**config.mk**
```make
export PLATFORM = sky130hd
export DESIGN_NAME = wb_classic_regfile
export DESIGN_NICKNAME = d
export VERILOG_FILES = /design/src/rtl/wb_pkg.sv /design/src/rtl/wb_byte_reg.sv /design/src/rtl/wb_classic_regfile.sv
export SDC_FILE = /design/constraint.sdc
export NUM_CORES = 1
export LEC_CHECK = 0
export CAP_MARGIN = 20
export CORE_ASPECT_RATIO = 0.75
export CORE_MARGIN = 2
export CORE_UTILIZATION = 30
export DETAILED_ROUTE_END_ITERATION = 12
export HOLD_SLACK_MARGIN = 0.03
export SYNTH_ARGS = -nofsm -noshare
export SYNTH_HDL_FRONTEND = slang
export SYNTH_HIERARCHICAL = 1
export SYNTH_SLANG_ARGS = --single-unit
```
**constraint.sdc**
```tcl
create_clock -name clk_i -period 2.5 [get_ports clk_i]
set_input_delay 0.75 -clock clk_i [delete_from_list [all_inputs] [get_ports clk_i]]
set_output_delay 0.75 -clock clk_i [all_outputs]
set_load 0.01 [all_outputs]
```
**src/rtl/wb_pkg.sv**
```systemverilog
//------------------------------------------------------------------------------
// Module  : wb_pkg
// Brief   : Shared Wishbone classic device types and helpers.
// Revision: 1.0
//------------------------------------------------------------------------------
`default_nettype none

package wb_pkg;

  typedef enum logic [1:0] {NONE, ACK, ERR, RTY} wb_term_t;

  typedef enum logic [1:0] {IDLE, WAIT, RESP} wb_state_t;

  localparam int WS_WIDTH = 4;

  function automatic int sel_width(input int dat_width);
    return dat_width / 8;
  endfunction

endpackage

`default_nettype wire

```
**src/rtl/wb_byte_reg.sv**
```systemverilog
//------------------------------------------------------------------------------
// Module  : wb_byte_reg
// Brief   : One data word with per-byte-lane write enables.
// Revision: 1.0
//------------------------------------------------------------------------------
`default_nettype none

module wb_byte_reg
  import wb_pkg::*;
#(
  parameter int                   DAT_WIDTH   = 32,
  parameter logic [DAT_WIDTH-1:0] RESET_VALUE = '0
) (
  input  logic                   clk_i,
  input  logic                   rst_ni,
  input  logic [DAT_WIDTH/8-1:0] lane_we_i,
  input  logic [DAT_WIDTH-1:0]   dat_i,
  output logic [DAT_WIDTH-1:0]   q_o
);

  localparam int SEL_WIDTH = sel_width(DAT_WIDTH);

  logic [DAT_WIDTH-1:0] r_q;

  always_ff @(posedge clk_i or negedge rst_ni) begin
    if (!rst_ni) begin
      r_q <= RESET_VALUE;
    end else begin
      for (int b = 0; b < SEL_WIDTH; b++) begin
        if (lane_we_i[b]) r_q[b*8 +: 8] <= dat_i[b*8 +: 8];
      end
    end
  end

  assign q_o = r_q;

endmodule

`default_nettype wire

```
**src/rtl/wb_classic_regfile.sv**
```systemverilog
//------------------------------------------------------------------------------
// Module  : wb_classic_regfile
// Brief   : Wishbone B4 classic register bank with wait states and ack/err/rty.
// Revision: 1.0
//------------------------------------------------------------------------------
`default_nettype none

module wb_classic_regfile
  import wb_pkg::*;
#(
  parameter int                   DAT_WIDTH   = 32,
  parameter int                   NUM_REGS    = 16,
  parameter int                   ADR_WIDTH   = 4,
  parameter int                   WAIT_STATES = 1,
  parameter logic [DAT_WIDTH-1:0] RESET_VALUE = '0
) (
  input  logic                          clk_i,
  input  logic                          rst_ni,
  input  logic                          cyc_i,
  input  logic                          stb_i,
  input  logic                          we_i,
  input  logic [ADR_WIDTH-1:0]          adr_i,
  input  logic [DAT_WIDTH/8-1:0]        sel_i,
  input  logic [DAT_WIDTH-1:0]          dat_i,
  input  logic                          lock_i,
  output logic [DAT_WIDTH-1:0]          dat_o,
  output logic                          ack_o,
  output logic                          err_o,
  output logic                          rty_o,
  output logic [NUM_REGS*DAT_WIDTH-1:0] regs_o
);

  localparam int                  SEL_WIDTH     = sel_width(DAT_WIDTH);
  localparam logic [WS_WIDTH-1:0] c_wait_states = WS_WIDTH'(WAIT_STATES);

  wb_state_t             r_state, w_state_nxt;
  logic [WS_WIDTH-1:0]   r_cnt, w_cnt_nxt;
  wb_term_t              w_term;
  logic                  w_req, w_enter_resp, w_in_range, w_commit;
  logic [NUM_REGS-1:0]   w_adr_hit;
  logic [DAT_WIDTH-1:0]  w_rd_word, w_mask;
  logic [DAT_WIDTH-1:0]  w_regs [NUM_REGS];
  logic [SEL_WIDTH-1:0]  w_lane_we [NUM_REGS];
  logic [DAT_WIDTH-1:0]  r_dat;
  logic                  r_ack, r_err, r_rty;

  assign w_req      = cyc_i && stb_i;
  assign w_in_range = (32'(adr_i) < 32'(NUM_REGS));
  assign w_commit   = (w_term == ACK) && we_i;

  always_comb begin
    w_rd_word = '0;
    w_mask    = '0;
    for (int k = 0; k < NUM_REGS; k++) begin
      w_adr_hit[k] = (adr_i == ADR_WIDTH'(k));
      if (w_adr_hit[k]) w_rd_word = w_regs[k];
    end
    for (int b = 0; b < SEL_WIDTH; b++) begin
      w_mask[b*8 +: 8] = {8{sel_i[b]}};
    end
  end

  // Termination is decided on the edge that enters RESP, from the live bus fields.
  always_comb begin
    w_state_nxt  = r_state;
    w_cnt_nxt    = r_cnt;
    w_enter_resp = 1'b0;
    unique case (r_state)
      IDLE: begin
        if (w_req) begin
          if (WAIT_STATES == 0) begin
            w_state_nxt  = RESP;
            w_enter_resp = 1'b1;
          end else begin
            w_state_nxt = WAIT;
            w_cnt_nxt   = c_wait_states;
          end
        end
      end
      WAIT: begin
        if (!w_req) begin
          w_state_nxt = IDLE;
          w_cnt_nxt   = '0;
        end else if (r_cnt <= WS_WIDTH'(1)) begin
          w_state_nxt  = RESP;
          w_enter_resp = 1'b1;
          w_cnt_nxt    = '0;
        end else begin
          w_cnt_nxt = r_cnt - WS_WIDTH'(1);
        end
      end
      RESP:    w_state_nxt = IDLE;
      default: w_state_nxt = IDLE;
    endcase

    w_term = NONE;
    if (w_enter_resp) begin
      if (!w_in_range)        w_term = ERR;
      else if (we_i && lock_i) w_term = RTY;
      else                    w_term = ACK;
    end
  end

  always_ff @(posedge clk_i or negedge rst_ni) begin
    if (!rst_ni) begin
      r_state <= IDLE;
      r_cnt   <= '0;
      r_ack   <= 1'b0;
      r_err   <= 1'b0;
      r_rty   <= 1'b0;
      r_dat   <= '0;
    end else begin
      r_state <= w_state_nxt;
      r_cnt   <= w_cnt_nxt;
      r_ack   <= (w_term == ACK);
      r_err   <= (w_term == ERR);
      r_rty   <= (w_term == RTY);
      r_dat   <= ((w_term == ACK) && !we_i) ? (w_rd_word & w_mask) : '0;
    end
  end

  for (genvar k = 0; k < NUM_REGS; k++) begin : g_reg
    assign w_lane_we[k] = {SEL_WIDTH{w_commit && w_adr_hit[k]}} & sel_i;

    wb_byte_reg #(
      .DAT_WIDTH   (DAT_WIDTH),
      .RESET_VALUE (RESET_VALUE)
    ) u_reg (
      .clk_i     (clk_i),
      .rst_ni    (rst_ni),
      .lane_we_i (w_lane_we[k]),
      .dat_i     (dat_i),
      .q_o       (w_regs[k])
    );

    assign regs_o[k*DAT_WIDTH +: DAT_WIDTH] = w_regs[k];
  end

  assign dat_o = r_dat;
  assign ack_o = r_ack;
  assign err_o = r_err;
  assign rty_o = r_rty;

`ifdef FORMAL
  // The controller holds the request fields stable while the device is waiting.
  asm_stable: assume property (@(posedge clk_i) disable iff (!rst_ni)
    (r_state == WAIT && w_req) |-> $stable({we_i, adr_i, sel_i, dat_i}));

  ast_onehot: assert property (@(posedge clk_i) disable iff (!rst_ni)
    $onehot0({ack_o, err_o, rty_o}));

  ast_no_ack_no_change: assert property (@(posedge clk_i) disable iff (!rst_ni)
    !ack_o |-> $stable(regs_o));

  if (WAIT_STATES == 0) begin : g_lat_zero
    ast_latency: assert property (@(posedge clk_i) disable iff (!rst_ni)
      (r_state == IDLE && w_req) |=> (ack_o || err_o || rty_o));
  end else begin : g_lat_wait
    ast_latency: assert property (@(posedge clk_i) disable iff (!rst_ni)
      (r_state == IDLE && w_req) ##1 w_req [*WAIT_STATES] |=> (ack_o || err_o || rty_o));
  end
`endif

endmodule

`default_nettype wire

```
==> impl_metrics.env, run 1 <==
export IMPL_busiest_layer="met2"
export IMPL_area_delta_synth_final_pct=45.96
export IMPL_cp_buffers_inverters=4
export IMPL_drt_total_wl_um=130300
export IMPL_r2r_end="g_reg[10].u_reg/q_o[14]$_DFFE_PN0P_"
export IMPL_die_h_um=270.1
export IMPL_clkLatencyLatePin_ps=630
export IMPL_synth_distinct_cells=77
export IMPL_drtAntennaViolNets=0
export IMPL_syn_num_nets=2141
export IMPL_slew_headroom_pct=49.83
export IMPL_power_density_nw_per_um2=501.9
export IMPL_endpoint_kind="flip-flop"
export IMPL_finalSetupTns_ps=-4.526
export IMPL_wl_per_cell_um=30.62
export IMPL_rsz0062_at_grt="true"
export IMPL_place_hpwl_um=98140
export IMPL_power_leakage_nw=18.29
export IMPL_clk_pin_slew_ps=60
export IMPL_portBuffers=592
export IMPL_grtUsageTotal_pct=26.11
export IMPL_post_route_cells_drive_above_1_share_pct=38.08
export IMPL_synthArstFlopShare_pct=100.0
export IMPL_cp_slowest_stage_delay_ps=420
export IMPL_crit_path_max_fanout=16
export IMPL_grt_max_degree=70
export IMPL_final_cell_area_sq_um=41330
export IMPL_skew_ps=12.54
export IMPL_grt_util_met3_pct=7.764
export IMPL_nNetsFinal=3018
export IMPL_met1_usage_pct=37.12
export IMPL_core_area_sq_um=93450
export IMPL_p_total_w=0.02074
export IMPL_max_slew_worst_pin_slew_ps=750.2
export IMPL_fillers=8591
export IMPL_via_count=22640
export IMPL_crit_slowest_cell="dfrtp_1"
export IMPL_min_period_over_period_pct=100.1
export IMPL_cts_tree="yes"
export IMPL_grt_pass1_vias=22690
export IMPL_worst_path_stages=12
export IMPL_setup_viol=4
export IMPL_h_tree_depth=2
export IMPL_place_congestion=0.9034
export IMPL_vias_per_cell=5.321
export IMPL_arrival_ps=3020
export IMPL_dpl_worst_slack_ps=-707.3
export IMPL_synth_seq_cells=553
export IMPL_grt_pass1_wl_um=181200
export IMPL_cts_sinks=553
export IMPL_crit_required_ps=3010
export IMPL_grt_overflow_total=0
export IMPL_seq_area_frac_synth_pct=48.88
export IMPL_reg2reg_depth=12
export IMPL_multi_input_area_sq_um=13660
export IMPL_clockRootBuffer="clkbuf_16"
export IMPL_rr_startpoint="r_cnt[0]$_DFFE_PN0P_"
export IMPL_min_period_ps=2503
export IMPL_hold_path_class="reg -> reg"
export IMPL_status="finished with violations"
export IMPL_syn_inst=2093
export IMPL_synth_enable_flop_cells=0
export IMPL_die_area_sq_um=96880
export IMPL_row_count=97
export IMPL_critPathKind="reg -> reg"
export IMPL_worst_slack_ps=-3.053
export IMPL_hold_viol=0
export IMPL_crit_family="simple AND/OR/NAND/NOR gates"
export IMPL_die_w_um=358.7
export IMPL_ys_warn_count=6
export IMPL_placed_area_sq_um=38640
export IMPL_antenna_found_initial=5
export IMPL_drc=0
export IMPL_syn_area_sq_um=28310
export IMPL_crit_path_cell_trace="inv_2, ha_4, nor2_4, nor3_4, nand2_2, nor3b_4, buf_12, nand2_2, buf_12, nor3_4, buf_6, mux2_4"
export IMPL_first_pass_iters=6
export IMPL_regToRegSetupSlack_ps=-3
export IMPL_slew_viol_final=0
export IMPL_timing_critical_path_from="r_cnt[0]$_DFFE_PN0P_"
export IMPL_syn_avg_cell_area_sq_um=13.53
export IMPL_start_util_pct=30.30
export IMPL_drt_iter0_markers=2230
export IMPL_numCtsBuffers=58
export IMPL_ios=593
export IMPL_max_freq_ghz=0.3995
export IMPL_start_kind="flip-flop"
export IMPL_violations="setup timing"
export IMPL_seq_area_sq_um=13850
export IMPL_synth_main_ff_cell="dfrtp_1"
export IMPL_clock_path_buffers=3
export IMPL_peakVddDrop_mv=0.6195
export IMPL_worstSetupEndpoint="g_reg[10].u_reg/q_o[14]$_DFFE_PN0P_"
export IMPL_cap_violations=0
export IMPL_use_met2_pct=39.12
[cells in the final DEF (no fill, tap or decap), drive strengths merged, types with 60 or more instances in the layout]
cell type,count
a21oi,116
buf,400
clkbuf,94
clkdlybuf4s50,571
dfrtp,553
mux2,543
mux2i,60
nand2,97
nor2,108
o21ai,111
[layout make-up]
| cell class | instances | share of cell area [%] |
|---|---|---|
| multi-input cells | 1357 | 33.05 |
| diodes | 1 | 0.006055 |
| inverters | 11 | 0.1029 |
| clock inverters | 15 | 0.5177 |
| flip-flops and latches | 553 | 33.51 |
| repair buffers | 989 | 24.76 |
| well taps | 1237 | 3.745 |
| clock buffers | 92 | 4.314 |
[per-stage QoR]
| stage | std cells | utilization (%) | hold slack (ps) |
|---|---|---|---|
| 2_1_floorplan | 2093 | - | 454.4 |
| 3_3_place_gp | 4136 | 41.35 | 518.6 |
| 3_5_place_dp | 4136 | 41.35 | 520.8 |
| 4_1_cts | 4250 | 43.66 | 536.3 |
| 5_1_grt | 4254 | 44.22 | 551.0 |
| 6_report | 4255 | 44.22 | 537.6 |
[cells by family after synthesis]
kind of cell / Yosys count / synth area share [%]
multiplexers: 609 / 30.98
flip-flops: 553 / 48.88
AO/OA/AOI/OAI: 444 / 10.12
AND/OR/NAND/NOR: 301 / 4.989
buffers and inverters: 183 / 4.936
adder cells (fa/ha/maj): 2 / 0.08837
other: 1 / 0.01324
[flip-flops by register name (all words and copies together), names as in the netlist]
register	flops
g.u_reg/q_o	512
dat_o	32
r_cnt	4
r_state	2
ack_o	1
err_o	1
rty_o	1
[where the power goes]
part	internal, W	switching (W)	total (W)	leakage (nW)
registers	0.00906	0.000132	0.00919	7.70
logic	0.000983	0.00136	0.00234	9.62
clock network	0.00538	0.00383	0.00921	0.980
total	0.0154	0.00532	0.0207	18.3
[synthesized netlist by cell type (3+ instances only)]
cell | n | share of area (%)
nand2_1 | 95 | 1.3
o21ai_1 | 5 | 0.088
o21ai_0 | 105 | 1.9
clkbuf_1 | 33 | 0.44
a22oi_1 | 18 | 0.48
a31oi_1 | 10 | 0.22
o211ai_1 | 3 | 0.080
mux2_4 | 512 | 27
mux2i_1 | 60 | 2.1
a21oi_1 | 116 | 2.1
and4_1 | 9 | 0.28
a2111oi_0 | 5 | 0.15
o32ai_1 | 3 | 0.093
a2bb2oi_1 | 7 | 0.22
nor2b_1 | 10 | 0.22
a21o_1 | 13 | 0.34
nand3_1 | 7 | 0.12
inv_1 | 7 | 0.093
o22ai_1 | 49 | 1.1
mux2_2 | 31 | 1.2
buf_2 | 39 | 0.69
a221o_1 | 3 | 0.11
and3b_1 | 3 | 0.093
buf_4 | 25 | 0.66
dfrtp_1 | 553 | 49
mux4_2 | 6 | 0.48
a221oi_1 | 31 | 0.96
nor2_1 | 107 | 1.4
a311oi_1 | 3 | 0.093
or3_1 | 5 | 0.11
and3_1 | 6 | 0.13
o221ai_1 | 27 | 0.84
buf_6 | 72 | 2.9
inv_2 | 4 | 0.053
nand2b_1 | 7 | 0.15
and2_1 | 6 | 0.13
a211oi_1 | 17 | 0.45
a32oi_1 | 4 | 0.12
nor3_1 | 30 | 0.53
[how the worst min path moves through the flow]
stage,end,from,depth (start not counted)
after detailed placement,g_reg[8].u_reg/q_o[26]$_DFFE_PN0P_,g_reg[8].u_reg/q_o[26]$_DFFE_PN0P_,1
after global placement,g_reg[12].u_reg/q_o[27]$_DFFE_PN0P_,g_reg[12].u_reg/q_o[27]$_DFFE_PN0P_,1
final,g_reg[12].u_reg/q_o[27]$_DFFE_PN0P_,g_reg[12].u_reg/q_o[27]$_DFFE_PN0P_,1
after global routing,g_reg[2].u_reg/q_o[8]$_DFFE_PN0P_,g_reg[2].u_reg/q_o[8]$_DFFE_PN0P_,1
after CTS,g_reg[12].u_reg/q_o[27]$_DFFE_PN0P_,g_reg[12].u_reg/q_o[27]$_DFFE_PN0P_,1
after floorplan,ack_o$_DFF_PN0_,rst_ni,0
[timing repair]
item	CTS	global route
resized for setup	39	114
buffers inserted	6	2
cloned	0	2
setup endpoints to repair	261	519
hold endpoints to repair	28	0
hold buffers	1	0
pin swaps	3	30
[metal layers]
layer	up-vias	part of all wire, %
li1	9465	-
met1	11910	44
met5	-	0
met3	144	9.3
met4	0	2.0
met2	1122	44
Power figures use the tool's default switching activity.
==> run 2, diff against run 1 <==
--- a/config.mk
+++ b/config.mk
@@ -7,7 +7,7 @@
 export LEC_CHECK = 0
 export CAP_MARGIN = 20
 export CORE_ASPECT_RATIO = 0.75
-export CORE_MARGIN = 2
+export CORE_MARGIN = 8
 export CORE_UTILIZATION = 30
 export DETAILED_ROUTE_END_ITERATION = 12
 export HOLD_SLACK_MARGIN = 0.03
==> impl_metrics.env, run 2 (synthesis results as in run 1) <==
export IMPL_status="finished with violations"
export IMPL_violations="setup timing"
export IMPL_drt_iter0_markers=2177
export IMPL_regToRegSetupSlack_ps=30
export IMPL_die_area_sq_um=104600
export IMPL_rsz0062_at_grt="true"
export IMPL_first_pass_iters=6
export IMPL_clockRootBuffer="clkbuf_16"
export IMPL_slew_headroom_pct=50.96
export IMPL_grt_pass1_wl_um=185900
export IMPL_grt_overflow_total=0
export IMPL_timing_critical_path_from="cyc_i"
export IMPL_ios=593
export IMPL_drc=0
export IMPL_portBuffers=592
export IMPL_area_delta_synth_final_pct=45.60
export IMPL_fillers=8555
export IMPL_setup_viol=71
export IMPL_crit_path_cell_trace="clkdlybuf4s50_1, and3b_2, and2_4, nand2_2, nor3b_4, buf_12, nand2_2, buf_12, nor3_4, buf_6, mux2_4"
export IMPL_place_congestion=0.8864
export IMPL_row_count=97
export IMPL_grt_max_degree=62
export IMPL_layout_commonest_cell="clkdlybuf4s50_1"
export IMPL_numCtsBuffers=59
export IMPL_reg2reg_depth=12
export IMPL_antenna_found_initial=1
export IMPL_slew_viol_final=0
export IMPL_final_cell_mix="558 x clkdlybuf4s50_1, 545 x dfrtp_1, 512 x mux2_4"
export IMPL_drt_total_wl_um=134500
export IMPL_vias_per_cell=5.283
export IMPL_r2r_end="g_reg[10].u_reg/q_o[16]$_DFFE_PN0P_"
export IMPL_post_route_util_pct=44.11
export IMPL_cts_sinks=553
export IMPL_hold_viol=0
export IMPL_rr_startpoint="r_cnt[0]$_DFFE_PN0P_"
export IMPL_post_route_cells_drive_above_1_share_pct=38.41
export IMPL_wl_per_cell_um=31.52
export IMPL_power_density_nw_per_um2=501.5
export IMPL_arrival_ps=3060
export IMPL_nNetsFinal=3027
export IMPL_clk_pin_slew_ps=70
export IMPL_die_w_um=370.7
export IMPL_grtUsageTotal_pct=24.61
export IMPL_start_util_pct=30.30
export IMPL_crit_required_ps=3010
export IMPL_hold_path_class="reg -> reg"
export IMPL_core_area_sq_um=93450
export IMPL_min_period_ps=2552
export IMPL_placed_area_sq_um=38760
export IMPL_grt_pass1_vias=22990
export IMPL_crit_slowest_cell="clkdlybuf4s50_1"
export IMPL_crit_path_max_fanout=16
export IMPL_worstSetupEndpoint="g_reg[10].u_reg/q_o[16]$_DFFE_PN0P_"
export IMPL_max_freq_ghz=0.3918
export IMPL_cap_violations=0
export IMPL_power_leakage_nw=18.50
export IMPL_peakVddDrop_mv=0.4765
export IMPL_endpoint_kind="flip-flop"
export IMPL_cts_tree="yes"
export IMPL_worst_slack_ps=-52.20
export IMPL_clock_path_buffers=3
export IMPL_critPathKind="in -> reg"
export IMPL_skew_ps=25.00
export IMPL_drtAntennaViolNets=0
export IMPL_largest_reg_flops=512
export IMPL_cp_slowest_stage_delay_ps=470
export IMPL_clkLatencyLatePin_ps=640
export IMPL_via_count=22540
export IMPL_max_slew_worst_pin_slew_ps=733.3
export IMPL_die_h_um=282.1
export IMPL_start_kind="input port"
export IMPL_final_cell_area_sq_um=41220
export IMPL_p_total_w=0.02067
export IMPL_place_hpwl_um=103500
export IMPL_h_tree_depth=2
export IMPL_min_period_over_period_pct=102.1
run 2: area by class of cell:
type	count	area [sq um]	area share [%]
Antenna cell	1	2.502	0.006070
Clock buffer	82	1725	4.185
Clock inverter	28	269.0	0.6526
Inverter	11	42.54	0.1032
Multi-Input combinational cell	1357	13520	32.79
Sequential cell	553	13850	33.59
Tap cell	1237	1548	3.755
Timing Repair Buffer	997	10270	24.92
run 2: report_power, final:
group | internal (W) | switching, W
combinational | 0.000959 | 0.00135
clock | 0.00523 | 0.00395
sequential | 0.00905 | 0.000128
total | 0.0152 | 0.00543
run 2: how the worst min path moves through the flow:
stage                                                    from                                  end  cells after the start
final                                  r_state[0]$_DFFE_PN0P_               r_state[0]$_DFFE_PN0P_                      1
after global routing      g_reg[15].u_reg/q_o[19]$_DFFE_PN0P_  g_reg[15].u_reg/q_o[19]$_DFFE_PN0P_                      1
after detailed placement    g_reg[4].u_reg/q_o[1]$_DFFE_PN0P_    g_reg[4].u_reg/q_o[1]$_DFFE_PN0P_                      1
after CTS                   g_reg[9].u_reg/q_o[9]$_DFFE_PN0P_    g_reg[9].u_reg/q_o[9]$_DFFE_PN0P_                      1
after floorplan                                        rst_ni                      ack_o$_DFF_PN0_                      0
after global placement      g_reg[9].u_reg/q_o[9]$_DFFE_PN0P_    g_reg[9].u_reg/q_o[9]$_DFFE_PN0P_                      1
run 2: repair_timing:
action | 4_1_cts | 5_1_grt
gates cloned | 0 | 1
setup endpoints to repair | 245 | 521
gates resized for setup | 46 | 84
hold buffers | 1 | 0
endpoints found under the hold margin | 9 | 0
buffers inserted | 4 | 1
pin swaps | 4 | 9
run 2: layer usage:
layer | GRT usage, % | routed length [um] | vias to the layer above
met2 | 36.62 | 58270 | 1065
li1 | - | - | 9522
met4 | 5.148 | 2632 | 2
met3 | 8.227 | 13540 | 165
met5 | 0 | 14 | -
met1 | 34.76 | 60020 | 11780
run 2: stage by stage:
stage / hold slack (ps) / TNS (ps) / instances / setup WS (ps)
floorplan: 454.4 / -566.3 / 2093 / -3.344
global placement: 518.7 / -358250 / 4148 / -842.1
detailed placement: 516.6 / -358180 / 4148 / -855.8
CTS: 537.1 / 0 / 4263 / 0.9626
global route: 556.1 / -9691 / 4265 / -77.10
finish: 535.1 / -1224 / 4266 / -52.20
run 2: critical path, delay by kind of cell:
kind                   cells  cell delay (ps)
buffers and inverters      4             1020
and+or+nand+nor            6              960
muxes                      1              320
